`src/rtl/crossbar_nxm.sv`:
```
// N-master x M-slave crossbar with one round-robin arbiter FSM per slave.
// Optional slave-ack watchdog is enabled by defining CROSSBAR_TIMEOUT_EN.
module crossbar_nxm #(
  parameter int N_MASTERS = 2,
  parameter int N_SLAVES  = 2,
  parameter int ADDR_W    = 32,
  parameter int DATA_W    = 32,
  parameter int TIMEOUT   = 16
) (
  input  logic                               clock,
  input  logic                               reset,
  input  logic [N_MASTERS-1:0]               master_req,
  input  logic [N_MASTERS-1:0]               master_cmd,
  input  logic [N_MASTERS*ADDR_W-1:0]        master_addr,
  input  logic [N_MASTERS*DATA_W-1:0]        master_wdata,
  output logic [N_MASTERS-1:0]               master_ack,
  output logic [N_MASTERS*DATA_W-1:0]        master_rdata,
  output logic [N_MASTERS-1:0]               master_err,
  output logic [N_SLAVES-1:0]                slave_req,
  output logic [N_SLAVES-1:0]                slave_cmd,
  output logic [N_SLAVES*(ADDR_W-$clog2(N_SLAVES))-1:0] slave_addr,
  output logic [N_SLAVES*DATA_W-1:0]         slave_wdata,
  input  logic [N_SLAVES-1:0]                slave_ack,
  input  logic [N_SLAVES*DATA_W-1:0]         slave_rdata
);

  localparam int SEL_W = $clog2(N_SLAVES);
  localparam int SA_W  = ADDR_W - SEL_W;
  localparam int MW    = (N_MASTERS > 1) ? $clog2(N_MASTERS) : 1;

  if (N_MASTERS < 2 || N_MASTERS > 8 || N_SLAVES < 2 || N_SLAVES > 8 ||
      (N_SLAVES & (N_SLAVES - 1)) != 0 || TIMEOUT < 2 || TIMEOUT > 255) begin : g_param_check
    $error("crossbar_nxm: parameter out of range");
  end

  typedef enum logic {IDLE, GRANT} state_t;

  state_t               state     [N_SLAVES];
  state_t               state_nxt [N_SLAVES];
  logic [MW-1:0]        gnt       [N_SLAVES];
  logic [MW-1:0]        gnt_nxt   [N_SLAVES];
  logic [MW-1:0]        rr_ptr    [N_SLAVES];
  logic [MW-1:0]        rr_nxt    [N_SLAVES];
  logic [N_MASTERS-1:0] req_vec   [N_SLAVES];
  logic [N_SLAVES-1:0]  done_ok;
  logic [N_SLAVES-1:0]  done_to;
`ifdef CROSSBAR_TIMEOUT_EN
  logic [7:0]           cnt       [N_SLAVES];
  logic [7:0]           cnt_nxt   [N_SLAVES];
`endif

  always_comb begin
    for (int unsigned s = 0; s < N_SLAVES; s++) begin
      for (int unsigned m = 0; m < N_MASTERS; m++) begin
        req_vec[s][m] = master_req[m] &&
          (master_addr[m*ADDR_W + ADDR_W - SEL_W +: SEL_W] == SEL_W'(s));
      end
    end
  end

  always_comb begin
    for (int unsigned s = 0; s < N_SLAVES; s++) begin
      state_nxt[s] = state[s];
      gnt_nxt[s]   = gnt[s];
      rr_nxt[s]    = rr_ptr[s];
      done_ok[s]   = 1'b0;
      done_to[s]   = 1'b0;
`ifdef CROSSBAR_TIMEOUT_EN
      cnt_nxt[s]   = cnt[s];
`endif
      case (state[s])
        IDLE: begin
`ifdef CROSSBAR_TIMEOUT_EN
          cnt_nxt[s] = '0;
`endif
          // Descending scan: the last hit is the requester closest to rr_ptr.
          for (int unsigned k = N_MASTERS; k > 0; k--) begin
            if (req_vec[s][(32'(rr_ptr[s]) + k - 1) % 32'(N_MASTERS)])
              gnt_nxt[s] = MW'((32'(rr_ptr[s]) + k - 1) % 32'(N_MASTERS));
          end
          if (|req_vec[s]) state_nxt[s] = GRANT;
        end
        GRANT: begin
          if (slave_ack[s]) begin
            done_ok[s] = 1'b1;
          end
`ifdef CROSSBAR_TIMEOUT_EN
          else if (cnt[s] == 8'(TIMEOUT)) begin
            done_to[s] = 1'b1;
          end else begin
            cnt_nxt[s] = cnt[s] + 8'd1;
          end
`endif
          if (done_ok[s] || done_to[s]) begin
            state_nxt[s] = IDLE;
            rr_nxt[s]    = (gnt[s] == MW'(N_MASTERS - 1)) ? '0 : gnt[s] + MW'(1);
          end
        end
        default: state_nxt[s] = IDLE;
      endcase
    end
  end

  always_ff @(posedge clock) begin
    for (int unsigned s = 0; s < N_SLAVES; s++) begin
      if (reset) begin
        state[s]  <= IDLE;
        gnt[s]    <= '0;
        rr_ptr[s] <= '0;
`ifdef CROSSBAR_TIMEOUT_EN
        cnt[s]    <= '0;
`endif
      end else begin
        state[s]  <= state_nxt[s];
        gnt[s]    <= gnt_nxt[s];
        rr_ptr[s] <= rr_nxt[s];
`ifdef CROSSBAR_TIMEOUT_EN
        cnt[s]    <= cnt_nxt[s];
`endif
      end
    end
  end

  // The watchdog cycle drops the slave-side request while completing the master.
  always_comb begin
    slave_req    = '0;
    slave_cmd    = '0;
    slave_addr   = '0;
    slave_wdata  = '0;
    master_ack   = '0;
    master_err   = '0;
    master_rdata = '0;
    for (int unsigned s = 0; s < N_SLAVES; s++) begin
      if (state[s] == GRANT && !done_to[s]) begin
        slave_req[s]                   = 1'b1;
        slave_cmd[s]                   = master_cmd[gnt[s]];
        slave_addr[s*SA_W +: SA_W]     = master_addr[32'(gnt[s])*ADDR_W +: SA_W];
        slave_wdata[s*DATA_W +: DATA_W] = master_wdata[32'(gnt[s])*DATA_W +: DATA_W];
      end
      for (int unsigned m = 0; m < N_MASTERS; m++) begin
        if (state[s] == GRANT && gnt[s] == MW'(m)) begin
          master_ack[m] = master_ack[m] | done_ok[s] | done_to[s];
          master_err[m] = master_err[m] | done_to[s];
          if (done_ok[s])
            master_rdata[m*DATA_W +: DATA_W] = slave_rdata[s*DATA_W +: DATA_W];
        end
      end
    end
  end

endmodule

```
`config.mk`:
```
export PLATFORM = sky130hd
export DESIGN_NAME = crossbar_nxm
export DESIGN_NICKNAME = d
export VERILOG_FILES = /design/src/rtl/crossbar_nxm.sv
export SDC_FILE = /design/constraint.sdc
export NUM_CORES = 1
export LEC_CHECK = 0
export BUFFER_PORTS_ARGS = -buffer_cell sky130_fd_sc_hd__buf_4
export CORE_AREA = 2 2 156 158
export DETAILED_ROUTE_END_ITERATION = 8
export DIE_AREA = 0 0 158 160
export SETUP_SLACK_MARGIN = 0.5
export SYNTH_ARGS = -nofsm -noshare
export SYNTH_HDL_FRONTEND = slang
export SYNTH_SLANG_ARGS = --single-unit
export TNS_END_PERCENT = 10
```
`constraint.sdc`:
```
create_clock -name clock -period 1.3 [get_ports clock]
set_input_delay 0.195 -clock clock [delete_from_list [all_inputs] [get_ports clock]]
set_output_delay 0.195 -clock clock [all_outputs]
set_load 0.01 [all_outputs]
```
==> results.txt, run 1 <==
- The via count of the first global-routing pass is 4662.
* Post-layout net count: 1003
* Mean instance size in the synthesized netlist: 7.52 µm²
- Pre-CTS setup slack: -0.144 ns
* P_leak: 3.25 nW
- Post-synth EDFFs: 0
- Among all flip-flop cells after synthesis, the most frequent one is sky130_fd_sc_hd__dfxtp_1.
- Wire length of the first global-routing pass: 24500 µm
* Critical Path Start Type: register
* End-of-flow core utilization: 28.7%
- The share of synthesized area in the top cell type comes to 41.9%.
- Via Count: 4639
* Number of vias per cell after detailed routing: 4.11
- Synthesis instantiated 27 different standard cells from the library.
- VDD IR max: 0.000261 V
- TritonCTS built the clock tree.
- Area delta synth->final: 124%
- For this run, design rule violations remaining after detail routing come to 0.
* RSZ-0062 raised after global routing: true
- Power spread over the standard cell area amounts to 460 nW/µm².
- Count of final hold-check violations: 0
- The final count of pins violating max slew came to 0.
- The startpoint identified for the worst register-to-register timing path is state[0]$_SDFF_PP0_.
- Iteration count of the initial detailed-routing pass: 4
- The cell area that synthesis handed to floorplanning was 3060 µm².
* Result of the run: finished with violations
- Top achievable clock speed: 606 MHz
- The final reports fail on setup timing.
- Final Skew: 0.000145 ns
- Std cell rows: 57
- At the worst endpoint, the arrival time is 1.46 ns.
- In this run the horizontal extent of the chip is 158 µm.
* Design Area, Final: 6840 µm²
- Beginning of the worst hold path: reset
* CTS H-tree lvls: 1
- In this run the vertical extent of the chip is 160 µm.
* WL/cell: 15.4 µm
- Fin crit share: 127%
- Across all setup checks in the final design, the least slack found is -0.351 ns.
- Number of max-cap violations: 0
* Worst Setup Path Type: register to output pin
- After layout, the minimum clock period comes to 1.65 ns.
* Async set or reset register ratio after synthesis: 0%
- Entering global routing, the biggest net connects 47 pins.
- Synth cell count leaders: sky130_fd_sc_hd__mux2i_1, sky130_fd_sc_hd__nor2b_1, sky130_fd_sc_hd__a22o_1, sky130_fd_sc_hd__nor2_1, sky130_fd_sc_hd__buf_2
- The Yosys step of the flow raised 0 warnings.
* Cell chosen for the clock root: sky130_fd_sc_hd__clkbuf_16
* Cell area after placement: 6630 µm²
* Number of clock buffers inserted by TritonCTS: 3
- The path class of the tightest hold or removal check is primary input to register.
- Deepest clock path buffer count: 2
- I/O Buffers: 395
* Synth area leaders: sky130_fd_sc_hd__mux2i_1, sky130_fd_sc_hd__a22o_1, sky130_fd_sc_hd__nor2b_1
- The tightest hold path in the finished design has a slack of 0.216 ns.
* Endpoint class of the critical path: output pin
* Initial antenna violation count: 5
- Number of storage elements in the synthesis netlist: 6
- Summing internal, switching and leakage power gives 3.15 mW.
* Top-level port count: 398
- Number of nets with antenna violations after detailed routing: 0
- Number of clock sinks seen by CTS: 6
* Insertion delay to the later sink of the worst-skew pair: 0.23 ns
- Highest net fanout along the worst path: 32
* Placer congestion estimate: 0.785
* Required arrival time at the worst endpoint: 1.11 ns
* Post-synthesis cell count: 407
- Total Wirelength: 17400 µm
- Detailed placement finished with a half-perimeter wire length of 14500 µm.
- The largest total area in the synthesized netlist belongs to sky130_fd_sc_hd__mux2i_1.
* Most frequent cell after synthesis: sky130_fd_sc_hd__mux2i_1
- Part of the Yosys area used for sequential elements: 3.93%
- The die covers 25300 µm².
- For this block, the initial DRC count from the detailed router was 184.
* Overall Global Routing Usage: 12.3%
- Initial Utilization: 12.8%
- The most critical setup path has its startpoint at gnt[1]$_SDFFE_PP0P_.
* Remaining global-route overflow: 0
- The core region is 23800 µm².
- Clock-pin slew was measured on the worst setup and hold paths at 0.03 ns.
- Setup violations remaining at the end of the flow were counted as 191.
- In the final layout, the share of cells above drive strength 1 is 56.9%.
- Buffers inserted during post-CTS setup optimization: 0
## metal layers
layer  part of all wire [%]  vias to the layer above  global-route usage (%)  wire, µm
li1                       -                     2256                       -         -
met1                     37                     2113                    12.9      6440
met2                     52                      256                    24.1      9030
met3                    9.9                       12                    2.82      1720
met4                    1.0                        2                    3.44       178
met5                  0.075                        -                       0        13
## layout make-up
class                      count  area [µm²]
fill                        2630       17000
timing repair buffer         437        3500
multi-input combinational    354        2720
tap                          324         405
sequential                     6         133
clock buffer                   3        75.1
antenna                        3        7.51
inverter                       1        3.75
## sequential cells by signal (all words and copies together), names as in the netlist
register	count
gnt	2
rr_ptr	2
state	2
## worst max-delay path: stages (launching register included)
cell,delay [ns]
sky130_fd_sc_hd__dfxtp_4,0.34
sky130_fd_sc_hd__and3b_2,0.24
sky130_fd_sc_hd__nor3_4,0.15
sky130_fd_sc_hd__buf_12,0.21
sky130_fd_sc_hd__a22o_1,0.16
sky130_fd_sc_hd__buf_4,0.12
## cells in the final DEF, fill, tap and decap left out, drive strengths merged
cell	Yosys	final
nor2	65	65
o21ai	4	4
nor4b	1	1
nand2b	5	5
nor4bb	1	1
and3b	1	1
nand3	1	1
conb	1	2
o21a	1	1
a21oi	5	5
and3	1	1
nand2	5	5
a21o	1	1
inv	1	1
a22oi	1	1
dfxtp	6	6
nor3	2	2
clkbuf	14	3
nor2b	65	65
buf	33	437
a22o	64	64
diode	0	3
mux2i	128	128
or2	1	1
## metrics by stage
stage / TNS, ns / std cells
6_report: -49.12 / 1128
5_1_grt: -61.81 / 1126
4_1_cts: -50.82 / 1125
3_5_place_dp: -9.24 / 1122
3_3_place_gp: -8.80 / 1122
2_1_floorplan: -3.58 / 408
## cell families (layout without fill, tap and decap cells)
group / Yosys count / in the layout / share of synthesized area [%]
AND/OR/NAND/NOR: 148 / 148 / 25.2
flip-flops: 6 / 6 / 3.93
AO/OA/AOI/OAI: 76 / 76 / 20.5
multiplexers: 128 / 128 / 41.9
other: 1 / 5 / 0.123
buffers and inverters: 48 / 441 / 8.38
## timing repair
action / 4_1_cts / 5_1_grt
pin swaps: 5 / 8
gates resized for setup: 25 / 10
hold buffers: 0 / 0
endpoints found under the setup margin: 202 / 202
## path summary, 6_finish.rpt
| kind | end | slack, ns | cells after the start |
|---|---|---|---|
| hold / removal | rr_ptr[0]$_SDFFE_PP0P_ | 0.22 | 2 |
| setup / recovery | master_rdata[28] | -0.35 | 5 |
| hold reg to reg | rr_ptr[0]$_SDFFE_PP0P_ | 0.47 | 2 |
| setup reg to reg | gnt[0]$_SDFFE_PP0P_ | 0.15 | 5 |
## report_power, final
| group | leakage, nW | internal, mW | switching, mW |
|---|---|---|---|
| sequential | 0.0517 | 0.199 | 0.0170 |
| combinational | 3.16 | 1.38 | 1.06 |
| clock | 0.0370 | 0.395 | 0.102 |
Power figures use the tool's default switching activity.
==> inputs of run 2 (changes only) <==
CORE_AREA = 2 2 157 159   (was 2 2 156 158)
DIE_AREA = 0 0 159 161   (was 0 0 158 160)
==> run 2 against run 1 <==
Compared with the run above: the flow still finishes with violations (setup timing); die area grew 1.3%; largest power group unchanged; sequential power barely moved; critical path depth stayed put; largest cell class unchanged; critical endpoint is now master_rdata[26]; register-to-register slack is essentially flat; routed wire length grew 3.2%.
==> results.txt, run 2 (synthesis gave the netlist of run 1 again) <==
- Result of the run: finished with violations
* Violated checks: setup timing
- The number of placement rows came to 57 (unchanged).
* Via Count: 4690 (+1.1%)
- The iteration count of the initial detailed-routing pass came to 4 (unchanged).
- The clock-pin transition on the worst setup and hold timing paths is 0.03 ns (about the same).
- Worst-path cell with the longest stage delay: sky130_fd_sc_hd__dfxtp_4
- Worst hold-check path type: primary input to register
- Number of clock sinks seen by CTS: 6 (unchanged)
- The count of max-cap constraint violations is 0 (unchanged).
- The all-layer global routing usage is 12.8% (+0.50 points).
- Max stage delay on crit path: 0.34 ns (about the same)
* Wire length of the first global-routing pass: 26500 µm (+8.0%)
* Reg-to-reg setup timing slack: 0.16 ns (about the same)
- Cell chosen for the clock root: sky130_fd_sc_hd__clkbuf_16
- The critical path goes through and3b_2 -> buf_6 -> buf_12 -> a22o_1 -> buf_6.
- WL/cell: 16.0 µm (+3.7%)
- Post-CTS Hold Fix Bufs: 0 (unchanged)
- Worst flop-to-flop path startpoint: state[0]$_SDFF_PP0_
- Number of nets with antenna violations after detailed routing: 0 (unchanged)
- Top achievable clock speed: 595 MHz (-1.7%)
- Leading cell type in the layout, fill and taps excluded: sky130_fd_sc_hd__buf_4
- End point of the critical path: master_rdata[26]
- RSZ-0062 raised after global routing: true
- The insertion delay of the later-clocked pin in the worst-skew pair came to 0.22 ns (about the same).
- Detail Placement HPWL: 14700 µm (+1.2%)
- Largest registers: gnt x2, rr_ptr x2, state x2
* Final setup violation count: 194 (+1.6%)
* Core region area: 24000 µm² (+0.60%)
- Critical Path Start Type: register
* Remaining global-route overflow: 0 (unchanged)
* End-of-flow core utilization: 28.8% (+0.090 points)
* Fin crit share: 129% (+2.3 points)
- The number of buffers inserted during clock tree synthesis was 3 (unchanged).
* Required arrival time at the worst endpoint: 1.11 ns (about the same)
- Top-level port count: 398 (unchanged)
- Post-layout net count: 1001 (-0.20%)
* Number of placed instances with taps included: 1117 (-0.45%)
* P_leak: 3.27 nW (+0.63%)
- Die Y-Extent: 161 µm (+0.63%)
* Most frequent cell on the critical path: sky130_fd_sc_hd__buf_6
- The die footprint came to 25600 µm² (+1.3%).
* Arrival time at the worst endpoint: 1.49 ns (+0.03 ns)
* Final Skew: 0.000192 ns (+0.0000469 ns)
- Pre-CTS setup slack: -0.180 ns (-0.0364 ns)
- By startpoint and endpoint, the worst setup path is classified as register to output pin.
- The effective utilization at floorplan is 12.8% (-0.076 points).
* I/O Buffers: 395 (unchanged)
* Post-route worst setup slack: -0.381 ns (-0.0293 ns)
- Deepest clock path buffer count: 2 (unchanged)
* Total Wirelength: 17900 µm (+3.2%)
* Number of vias per cell after detailed routing: 4.18 (+1.5%)
- The final count of pins violating max slew was 0 (unchanged).
- VDD IR max: 0.000269 V (+3.3%)
* Diodes inserted: 0 (-3)
* Critical path startpoint: gnt[1]$_SDFFE_PP0P_
- Initial antenna violation count: 0 (-5)
- Depth of the worst register-to-register path: 5 (unchanged)
- Count of final hold-check violations: 0 (unchanged)
* Endpoint class of the critical path: output pin
- CTS H-tree lvls: 1 (unchanged)
- CTS tree: yes
* Largest net degree at the start of global routing: 36 (-23%)
* Vias in the first global route: 4773 (+2.4%)
- Residual DRC count: 0 (unchanged)
- Placer congestion estimate: 0.837 (+6.6%)
* Final min period: 1.68 ns (+0.0293 ns)
* Initial DRC Count: 132 (-28%)
- Area delta synth->final: 126%
* Commonest non-fill, non-tap cells in the layout: sky130_fd_sc_hd__buf_4, sky130_fd_sc_hd__mux2i_1, sky130_fd_sc_hd__nor2b_1
- The largest fanout of any net on the critical path is 15 (-53%).
- Die Span X: 159 µm (+0.63%)
* Count of non-filler cells in the finished layout: 1123 (-0.44%)
* Share of cells above drive strength 1: 57.1% (+0.14 points)
- Reg2reg end: rr_ptr[0]$_SDFFE_PP0P_
- The areal power density over the cells is 461 nW/µm² (+0.10%).
-- run 2: cell count changes in the layout (fill, tap and decap cells not counted), moves of 3 or more --
cell	change
sky130_fd_sc_hd__nor2b_1	+3
sky130_fd_sc_hd__buf_6	-8
sky130_fd_sc_hd__mux2i_1	-3
sky130_fd_sc_hd__nor2b_2	-3
sky130_fd_sc_hd__diode_2	-3
-- run 2: area by class of cell --
class / instances / area (µm²)
clock buffers: 3 / 75.1
flip-flops and latches: 6 / 133
well taps: 324 / 405
inverters: 1 / 6.26
fillers: 2631 / 17100
multi-input cells: 354 / 2750
repair buffers: 435 / 3530
-- run 2: power breakdown --
group / leakage (nW) / switching, mW / internal, mW
Clock: 0.0370 / 0.0954 / 0.394
Combinational: 3.18 / 1.07 / 1.40
Sequential: 0.0517 / 0.0195 / 0.199
-- run 2: repair_timing --
action | CTS | global route
setup endpoints to repair | 202 | 202
resized for setup | 17 | 18
pin swaps | 11 | 4
cloned | 2 | 0
buffers inserted | 1 | 0
-- run 2: how the worst min path moves through the flow --
| stage | startpoint | end | depth (start not counted) |
|---|---|---|---|
| floorplan | reset | rr_ptr[0]$_SDFFE_PP0P_ | 1 |
| global placement | reset | rr_ptr[0]$_SDFFE_PP0P_ | 2 |
| detailed placement | reset | rr_ptr[0]$_SDFFE_PP0P_ | 2 |
| CTS | reset | rr_ptr[0]$_SDFFE_PP0P_ | 2 |
| global route | reset | rr_ptr[0]$_SDFFE_PP0P_ | 2 |
| finish | reset | rr_ptr[0]$_SDFFE_PP0P_ | 2 |
-- run 2: worst max-delay path, delay by kind of cell, from the launching register on --
kind	cells	cell delay, ns
buffers and inverters	3	0.43
flip-flops	1	0.34
AND/OR/NAND/NOR	1	0.24
AO/OA/AOI/OAI	1	0.24
-- run 2: stage by stage --
| step | total power [mW] | TNS (ns) | hold slack [ns] | area [µm²] |
|---|---|---|---|---|
| 6_report | 3.18 | -50.00 | 0.226 | 6910 |
| 4_1_cts | 3.19 | -53.39 | 0.220 | 6830 |
| 3_3_place_gp | 2.59 | -6.23 | 0.446 | 6610 |
| 2_1_floorplan | 1.22 | -3.58 | 0.264 | 3080 |
| 3_5_place_dp | 2.60 | -7.42 | 0.452 | 6610 |
| 5_1_grt | 3.39 | -62.74 | 0.237 | 6910 |
-- run 2: routing by layer --
layer  track usage, %  part of all wire (%)
met1             13.5                    36
met2             25.4                    53
met3             2.75                   8.2
met4             3.76                   2.3
met5                0                     0
